[src/rtl/lion_mem_arbiter.sv]
`default_nettype none
// ============================================================================
// Module   : lion_mem_arbiter
// Purpose  : Shares the core's single valid/ready memory port between the
//            instruction-fetch requester (I) and the load/store requester
//            (D). D has priority, but a streak limiter bounds how many D
//            grants can pass a pending I request. A wait counter raises a
//            sticky timeout flag when a bus transaction stalls too long.
// Ports    : clock, reset      - single clock, synchronous active-high reset
//            i_valid/i_addr    - fetch request (held until i_ready)
//            i_ready/i_rdata   - fetch completion strobe / data
//            d_valid/d_addr/d_wdata/d_wstrb - data request (wstrb 0 = load)
//            d_ready/d_rdata   - data completion strobe / load data
//            mem_valid/mem_instr/mem_addr/mem_wdata/mem_wstrb - registered bus request
//            mem_rdata/mem_ready - bus response
//            timeout           - sticky stalled-bus flag
// Revision : 1.0 - initial release
// ============================================================================
module lion_mem_arbiter #(
  parameter int STREAK_MAX = 4,
  parameter int TIMEOUT    = 16
) (
  input  logic        clock,
  input  logic        reset,
  input  logic        i_valid,
  input  logic [31:0] i_addr,
  output logic        i_ready,
  output logic [31:0] i_rdata,
  input  logic        d_valid,
  input  logic [31:0] d_addr,
  input  logic [31:0] d_wdata,
  input  logic [3:0]  d_wstrb,
  output logic        d_ready,
  output logic [31:0] d_rdata,
  output logic        mem_valid,
  output logic        mem_instr,
  output logic [31:0] mem_addr,
  output logic [31:0] mem_wdata,
  output logic [3:0]  mem_wstrb,
  input  logic [31:0] mem_rdata,
  input  logic        mem_ready,
  output logic        timeout
);

  localparam int SW = (STREAK_MAX < 1) ? 1 : $clog2(STREAK_MAX + 1);
  localparam int WW = (TIMEOUT < 1) ? 1 : $clog2(TIMEOUT + 1);
  localparam logic [SW-1:0] STREAK_LIM = SW'(STREAK_MAX);
  localparam logic [WW-1:0] WAIT_LIM   = WW'(TIMEOUT);

  typedef enum logic [1:0] {
    ST_IDLE   = 2'd0,
    ST_BUSY_I = 2'd1,
    ST_BUSY_D = 2'd2
  } state_t;

  state_t         state_q, state_d;
  logic           mem_valid_q, mem_valid_d;
  logic           mem_instr_q, mem_instr_d;
  logic [31:0]    mem_addr_q, mem_addr_d;
  logic [31:0]    mem_wdata_q, mem_wdata_d;
  logic [3:0]     mem_wstrb_q, mem_wstrb_d;
  logic [SW-1:0]  streak_q, streak_d;
  logic [WW-1:0]  wait_cnt_q, wait_cnt_d;
  logic           timeout_q, timeout_d;

  logic w_i_done, w_d_done, w_arb_en, w_i_req, w_d_req, w_i_forced;
  logic w_grant_i, w_grant_d;

  // Completion strobes. Gated by reset so that a transaction abandoned by
  // reset never produces a ready pulse, even if the bus answers that cycle.
  always_comb begin
    w_i_done = !reset && (state_q == ST_BUSY_I) && mem_valid_q && mem_ready;
    w_d_done = !reset && (state_q == ST_BUSY_D) && mem_valid_q && mem_ready;
  end

  // Arbitration happens when idle or on a completion cycle (back-to-back).
  // A completing requester still shows valid this cycle; masking it keeps
  // the same request from being issued a second time.
  always_comb begin
    w_arb_en   = (state_q == ST_IDLE) || w_i_done || w_d_done;
    w_i_req    = i_valid && !w_i_done;
    w_d_req    = d_valid && !w_d_done;
    w_i_forced = w_i_req && (streak_q == STREAK_LIM);
    w_grant_d  = w_arb_en && w_d_req && !w_i_forced;
    w_grant_i  = w_arb_en && w_i_req && !w_grant_d;
  end

  always_comb begin
    state_d     = state_q;
    mem_valid_d = mem_valid_q;
    mem_instr_d = mem_instr_q;
    mem_addr_d  = mem_addr_q;
    mem_wdata_d = mem_wdata_q;
    mem_wstrb_d = mem_wstrb_q;
    streak_d    = streak_q;
    wait_cnt_d  = wait_cnt_q;

    if (w_grant_d) begin
      state_d     = ST_BUSY_D;
      mem_valid_d = 1'b1;
      mem_instr_d = 1'b0;
      mem_addr_d  = d_addr;
      mem_wdata_d = d_wdata;
      mem_wstrb_d = d_wstrb;
      wait_cnt_d  = '0;
      // Only D grants that pass over a waiting fetch count toward the streak.
      if (i_valid) begin
        streak_d = (streak_q == STREAK_LIM) ? streak_q : streak_q + 1'b1;
      end else begin
        streak_d = '0;
      end
    end else if (w_grant_i) begin
      state_d     = ST_BUSY_I;
      mem_valid_d = 1'b1;
      mem_instr_d = 1'b1;
      mem_addr_d  = i_addr;
      mem_wdata_d = '0;
      mem_wstrb_d = '0;
      wait_cnt_d  = '0;
      streak_d    = '0;
    end else if (w_arb_en) begin
      state_d     = ST_IDLE;
      mem_valid_d = 1'b0;
    end else if (mem_valid_q && !mem_ready && (wait_cnt_q != WAIT_LIM)) begin
      wait_cnt_d = wait_cnt_q + 1'b1;
    end

    // Sticky flag; the stalled transaction itself keeps waiting.
    timeout_d = timeout_q || (wait_cnt_d == WAIT_LIM);
  end

  always_ff @(posedge clock) begin
    if (reset) begin
      state_q     <= ST_IDLE;
      mem_valid_q <= 1'b0;
      mem_instr_q <= 1'b0;
      mem_addr_q  <= '0;
      mem_wdata_q <= '0;
      mem_wstrb_q <= '0;
      streak_q    <= '0;
      wait_cnt_q  <= '0;
      timeout_q   <= 1'b0;
    end else begin
      state_q     <= state_d;
      mem_valid_q <= mem_valid_d;
      mem_instr_q <= mem_instr_d;
      mem_addr_q  <= mem_addr_d;
      mem_wdata_q <= mem_wdata_d;
      mem_wstrb_q <= mem_wstrb_d;
      streak_q    <= streak_d;
      wait_cnt_q  <= wait_cnt_d;
      timeout_q   <= timeout_d;
    end
  end

  always_comb begin
    i_ready   = w_i_done;
    d_ready   = w_d_done;
    i_rdata   = mem_rdata;
    d_rdata   = mem_rdata;
    mem_valid = mem_valid_q;
    mem_instr = mem_instr_q;
    mem_addr  = mem_addr_q;
    mem_wdata = mem_wdata_q;
    mem_wstrb = mem_wstrb_q;
    timeout   = timeout_q;
  end

endmodule
`default_nettype wire

[config.mk]
export PLATFORM = sky130hd
export DESIGN_NAME = lion_mem_arbiter
export DESIGN_NICKNAME = d
export VERILOG_FILES = /design/src/rtl/lion_mem_arbiter.sv
export SDC_FILE = /design/constraint.sdc
export NUM_CORES = 1
export LEC_CHECK = 0
export CAP_MARGIN = 40
export CORE_AREA = 2 2 108 110
export DETAILED_ROUTE_END_ITERATION = 16
export DIE_AREA = 0 0 110 112
export PLACE_DENSITY = 0.8
export SYNTH_ARGS = -nofsm -noshare
export SYNTH_HDL_FRONTEND = slang
export SYNTH_SLANG_ARGS = --single-unit
export TNS_END_PERCENT = 5
[constraint.sdc]
create_clock -name clock -period 1.9 [get_ports clock]
set_input_delay 0.38 -clock clock [delete_from_list [all_inputs] [get_ports clock]]
set_output_delay 0.38 -clock clock [all_outputs]
set_load 0.05 [all_outputs]
### Yosys cells after proc, flatten, opt, wreduce, memory -nomap -nowiden

Cells that the tools add are included.

| operators by class | value |
|---|---|
| $add $sub $neg | 2 |
| eq/ne operators | 6 |
| mux-type cells | 20 |
| reductions and logical operators | 30 |

Operator list:

| kind | number |
|---|---|
| 32-bit two-way mux | 4 |
| 5-bit two-way mux | 4 |
| 1-bit logical AND | 15 |
| 3-bit two-way mux | 4 |
| 4-bit two-way mux | 2 |
| 1-bit logical NOT | 6 |
| 2-bit two-way mux | 3 |
| 5-bit by 1-bit adder with 5-bit output (second input constant) | 1 |
| 5-bit equality test (second input constant) | 1 |
| 5-bit != test (second input constant) | 1 |
| 2-bit nonzero test | 2 |
| 3-bit by 1-bit adder with 3-bit output (second input constant) | 1 |
| 3-bit equality test (second input constant) | 1 |
| 1-bit logical OR | 3 |
| 1-bit two-way mux | 3 |
| 3-bit != test (second input constant) | 1 |
| 3-bit nonzero test | 1 |
| 2-bit by 1-bit equality test with 1-bit output (second input constant) | 1 |
| 2-bit equality test (second input constant) | 1 |
| 2-bit logical NOT | 1 |
| 2-bit AND reduction | 1 |
| 2-bit OR reduction | 1 |

| word-level totals | value |
|---|---|
| register bits | 81 |
| bits of input ports | 137 |
| output and inout bits | 137 |
| word-level logic and storage cells | 68 |

### Depth between registers and ports, before layout

Gate-level depths: netlist of the first run.

| logic depth | value |
|---|---|
| depth in word-level cells | 15 |
| gate-level depth with buffers | 8 |
| depth with buffers taken out | 6 |

### Worst setup path before layout of the first run

Ideal clock, no wire load.

| timing | value |
|---|---|
| path type | reg2out |
| from | register mem_valid_q, in the netlist mem_valid |
| to | output port i_ready |
| arrival | 2267 ps |
| data required time | 1520 ps |
| setup slack | -747 ps |
| stages on the path, launching flop included | 4 |
| path buffers | 1 |
| cells stage by stage | dfxtp_1 buf_4 nand3b_4 nor3b_1 |

| between the ends | value |
|---|---|
| longest elaborated chain between the ends | 2 |

Ends and longest elaborated chain:

| element | RTL line | source |
|---|---|---|
| from (decl) | 57 | `logic mem_valid_q, mem_valid_d;` |
| from (signal assigned) | 145 | `mem_valid_q <= mem_valid_d;` |
| 1-bit logical AND (2 in series) | 72 | `w_i_done = !reset && (state_q == ST_BUSY_I) && mem_valid_q && mem_ready;` |
| to (decl) | 27 | `output logic i_ready,` |

Every way passes these cells.

### Worst setup path in the final report of the first run

| timing | value |
|---|---|
| from | register mem_wdata_q[4], in the netlist mem_wdata[4] |
| to | output port mem_wdata[4] |

RTL lines:

| element | RTL line | source |
|---|---|---|
| from (decl) | 60 | `logic [31:0] mem_wdata_q, mem_wdata_d;` |
| from (signal assigned) | 148 | `mem_wdata_q <= mem_wdata_d;` |
| to (decl) | 38 | `output logic [31:0] mem_wdata,` |

No word-level cell between the ends.

==> results of run 1 <==
-- worst reg2reg max path: cells and delay by family (launching register included) --
kind | cells | cell delay (ns)
AO/OA/AOI/OAI | 2 | 0.40
adder cells (fa/ha/maj) | 1 | 0.22
buffers and inverters | 2 | 0.26
flip-flops | 1 | 0.33
multiplexers | 1 | 0.25
AND/OR/NAND/NOR | 1 | 0.19
-- path summary, 6_finish.rpt --
kind / to / slack (ns)
max: mem_wdata[4] / 0.03
min: timeout / 0.48
max reg2reg: mem_addr[11] / 0.15
min reg2reg: timeout / 0.48
-- flip-flops by register name, summed over array words and instances, names as in the netlist --
name and cells:
timeout 1, mem_addr 32, state_q 2, streak_q 3
wait_cnt_q 5, mem_wdata 32, mem_wstrb 4, mem_valid 1
mem_instr 1
-- placed cells by master (no fill, tap or decap), types with 3 or more instances in the layout --
| cell | Yosys | routed |
|---|---|---|
| o21ai_0 | 3 | 3 |
| o31ai_1 | 34 | 34 |
| clkbuf_16 | 0 | 9 |
| a22o_1 | 36 | 36 |
| clkinvlp_4 | 0 | 3 |
| clkdlybuf4s50_1 | 0 | 132 |
| nor3_1 | 3 | 3 |
| buf_4 | 69 | 37 |
| buf_12 | 0 | 6 |
| inv_1 | 7 | 7 |
| dlymetal6s2s_1 | 0 | 24 |
| dfxtp_1 | 81 | 80 |
| xor2_1 | 3 | 3 |
| ha_1 | 4 | 4 |
| nand3_1 | 4 | 4 |
| a21oi_1 | 35 | 35 |
| buf_8 | 0 | 3 |
| mux2i_1 | 34 | 34 |
| nor2_1 | 11 | 11 |
-- final cells by class --
class	instances	area [sq um]	share of cell area [%]
inverters	8	30.03	0.5174
multi-input cells	202	1603	27.61
clock inverters	6	48.80	0.8407
repair buffers	204	2082	35.87
well taps	143	178.9	3.083
clock buffers	10	239.0	4.117
flip-flops and latches	81	1623	27.96
-- cells by family after synthesis --
family,count (synthesis)
AO/OA/AOI/OAI,120
XOR/XNOR,4
adder cells (fa/ha/maj),4
buffers and inverters,99
flip-flops,81
multiplexers,34
AND/OR/NAND/NOR,40
-- metrics by stage --
stage / TNS, ns / area (sq um) / utilization, %
3_3_place_gp: -28.58 / 5406 / 48.38
5_1_grt: 0 / 5804 / 51.94
6_report: 0 / 5804 / 51.94
4_1_cts: 0 / 5729 / 51.27
2_1_floorplan: 0 / 3874 / -
3_5_place_dp: -19.25 / 5421 / 48.52
-- repair_timing --
item,in CTS,in global routing
resized for setup,4,27
setup buffers,2,0
pin swaps,1,0
setup endpoints to repair,2,57
hold buffers,0,0
-- layer usage --
metal	track usage, %	vias up	share of wire (%)
li1	-	1580	-
met1	19.33	1505	41
met2	28.34	106	52
met3	3.396	18	5.1
met4	6.498	0	1.8
met5	0	-	0
-- power breakdown --
part	internal [uW]	switching [uW]	total (uW)
clock network	932	711	1640
registers	1860	99.5	1960
logic	688	981	1670
==> impl_metrics.py, run 1 <==
metrics = {
    "status": {
        "status": "complete, no violations",
    },
    "synth": {
        "synth_xor_area_share_pct": 0.9100,
        "synth_commonest_cells": "81 x dfxtp_1, 69 x buf_4, 36 x a22o_1, 35 x a21oi_1",
        "synth_fa_ha_area_share_pct": 1.300,
        "synthArstFlopShare_pct": 0,
        "synth_area_leaders": "dfxtp_1 42%, buf_4 13%, mux2i_1 8.8%",
        "ys_types": 43,
        "synth_ff_type": "dfxtp_1",
        "ys_warn_count": 0,
        "avgSynthCellArea_sq_um": 10.08,
        "synth-simple-area-share_pct": 6.435,
        "netlist.area_leader.share_pct": 42.12,
        "synthCells": 382,
        "synth_top_area_cell": "dfxtp_1",
        "synthMuxAreaShare_pct": 8.840,
        "synth_top_family_by_area": "compound AO/OA/AOI/OAI gates",
        "synthesis.area_sq_um": 3850,
        "yosys_register_bits": 81,
        "synth_fp_nets": 523,
        "synth_edf_count": 0,
        "synth-compound-area-share_pct": 23.01,
        "synth_seq_area_share_pct": 42.12,
        "yosysMostFrequentCell": "dfxtp_1",
    },
    "timing": {
        "max_freq_mhz": 536.0,
        "setup_slack_ns": 0.03416,
        "setup_viol": 0,
        "fin_crit_ns": 1.866,
        "rsz0062_at_grt": "no",
        "max_slew.worst_pin.slew_ns": 0.5374,
        "period_share_pct": 98.20,
        "relSlewSlack_pct": 64.12,
        "hold_viol": 0,
        "finClkSkew_ns": 0.01106,
        "hold-worst-slack_ns": 0.4792,
        "drv_slew": 0,
    },
    "critical_path": {
        "slowest_stage": "clkdlybuf4s50_1",
        "start_kind": "flop",
        "rr_worst_depth": 7,
        "crit_type": "flop to primary output",
        "path_depth": 1,
        "crit_family": "buffers and inverters",
        "crit_path_end_kind": "primary output",
        "crit_fanout": 2,
        "worstReg2RegStart": "streak_q[0]",
        "arrival_ns": 1.49,
        "critPathMaxStageDelay_ns": 0.82,
        "worst-path-buf-inv": 1,
        "crit_path_start": "mem_wdata[4]",
        "required_ns": 1.52,
        "path_cells": "clkdlybuf4s50_1",
    },
    "routing": {
        "avgRoutedWirePerCell_um": 15.55,
        "ant_nets": 0,
        "dr.pass1.iters": 4,
        "remaining_drc_errors": 0,
        "via_per_inst": 4.907,
        "drt_iter0_markers": 106,
        "drt_wl_total_mm": 10.17,
        "dr_total_vias": 3209,
    },
    "global_route": {
        "antenna_found_initial": 0,
        "grt_pass1_wl_mm": 16.13,
        "grt_max_degree": 37,
        "grt_pass1_vias": 3340,
        "global_route.usage.total_pct": 16.33,
        "grt_overflow_total": 0,
    },
    "power": {
        "ir_drop_mv": 0.5814,
        "p_leak_uw": 0.002789,
        "power_uw": 5276,
        "power_density_nw_per_um2": 909.1,
    },
    "place": {
        "io_buffers": 177,
        "dp_cells": 636,
        "gp_congestion": 0.8591,
        "pre_cts_slack_ns": -0.3243,
        "post-dp-hpwl_mm": 7.357,
    },
    "floorplanning": {
        "io_pins": 274,
        "row_count": 39,
        "dieArea_sq_um": 12320,
        "die_y_um": 112,
        "core_sq_um": 11170,
        "die_width_um": 110,
        "initial_core_util_pct": 34.45,
    },
    "clocking": {
        "clock-root-buffer": "clkbuf_16",
        "cts.sinks": 81,
        "max-clock-path-buffers": 2,
        "cts_made_buffers": 9,
        "clk_pin_slew_ns": 0.07,
        "clock_latency_ns": 0.33,
        "cts_htree_levels": 3,
        "cts_tree": "yes",
    },
    "flow_run": {
        "cap_violations": 0,
    },
    "layout": {
        "finalNonFillerCells": 654,
        "area_growth_pct": 50.76,
        "antennaDiodeCount": 0,
        "fillers": 967,
        "drive_gt1_share_pct": 14.48,
        "finalNetCount": 647,
    },
    "hold_path": {
        "hp-class": "flop to flop",
        "whs_path_depth": 2,
        "hp-start": "timeout",
    },
}
No activity file was read; power rests on OpenSTA's default activity.
==> inputs of run 2 (changes only) <==
ABC_CLOCK_PERIOD_IN_PS = 1900   (was unset)
TNS_END_PERCENT = 20   (was 5)
==> results of run 2 <==
Same layout as run 1: the final DEF is identical, and so are final timing and power.
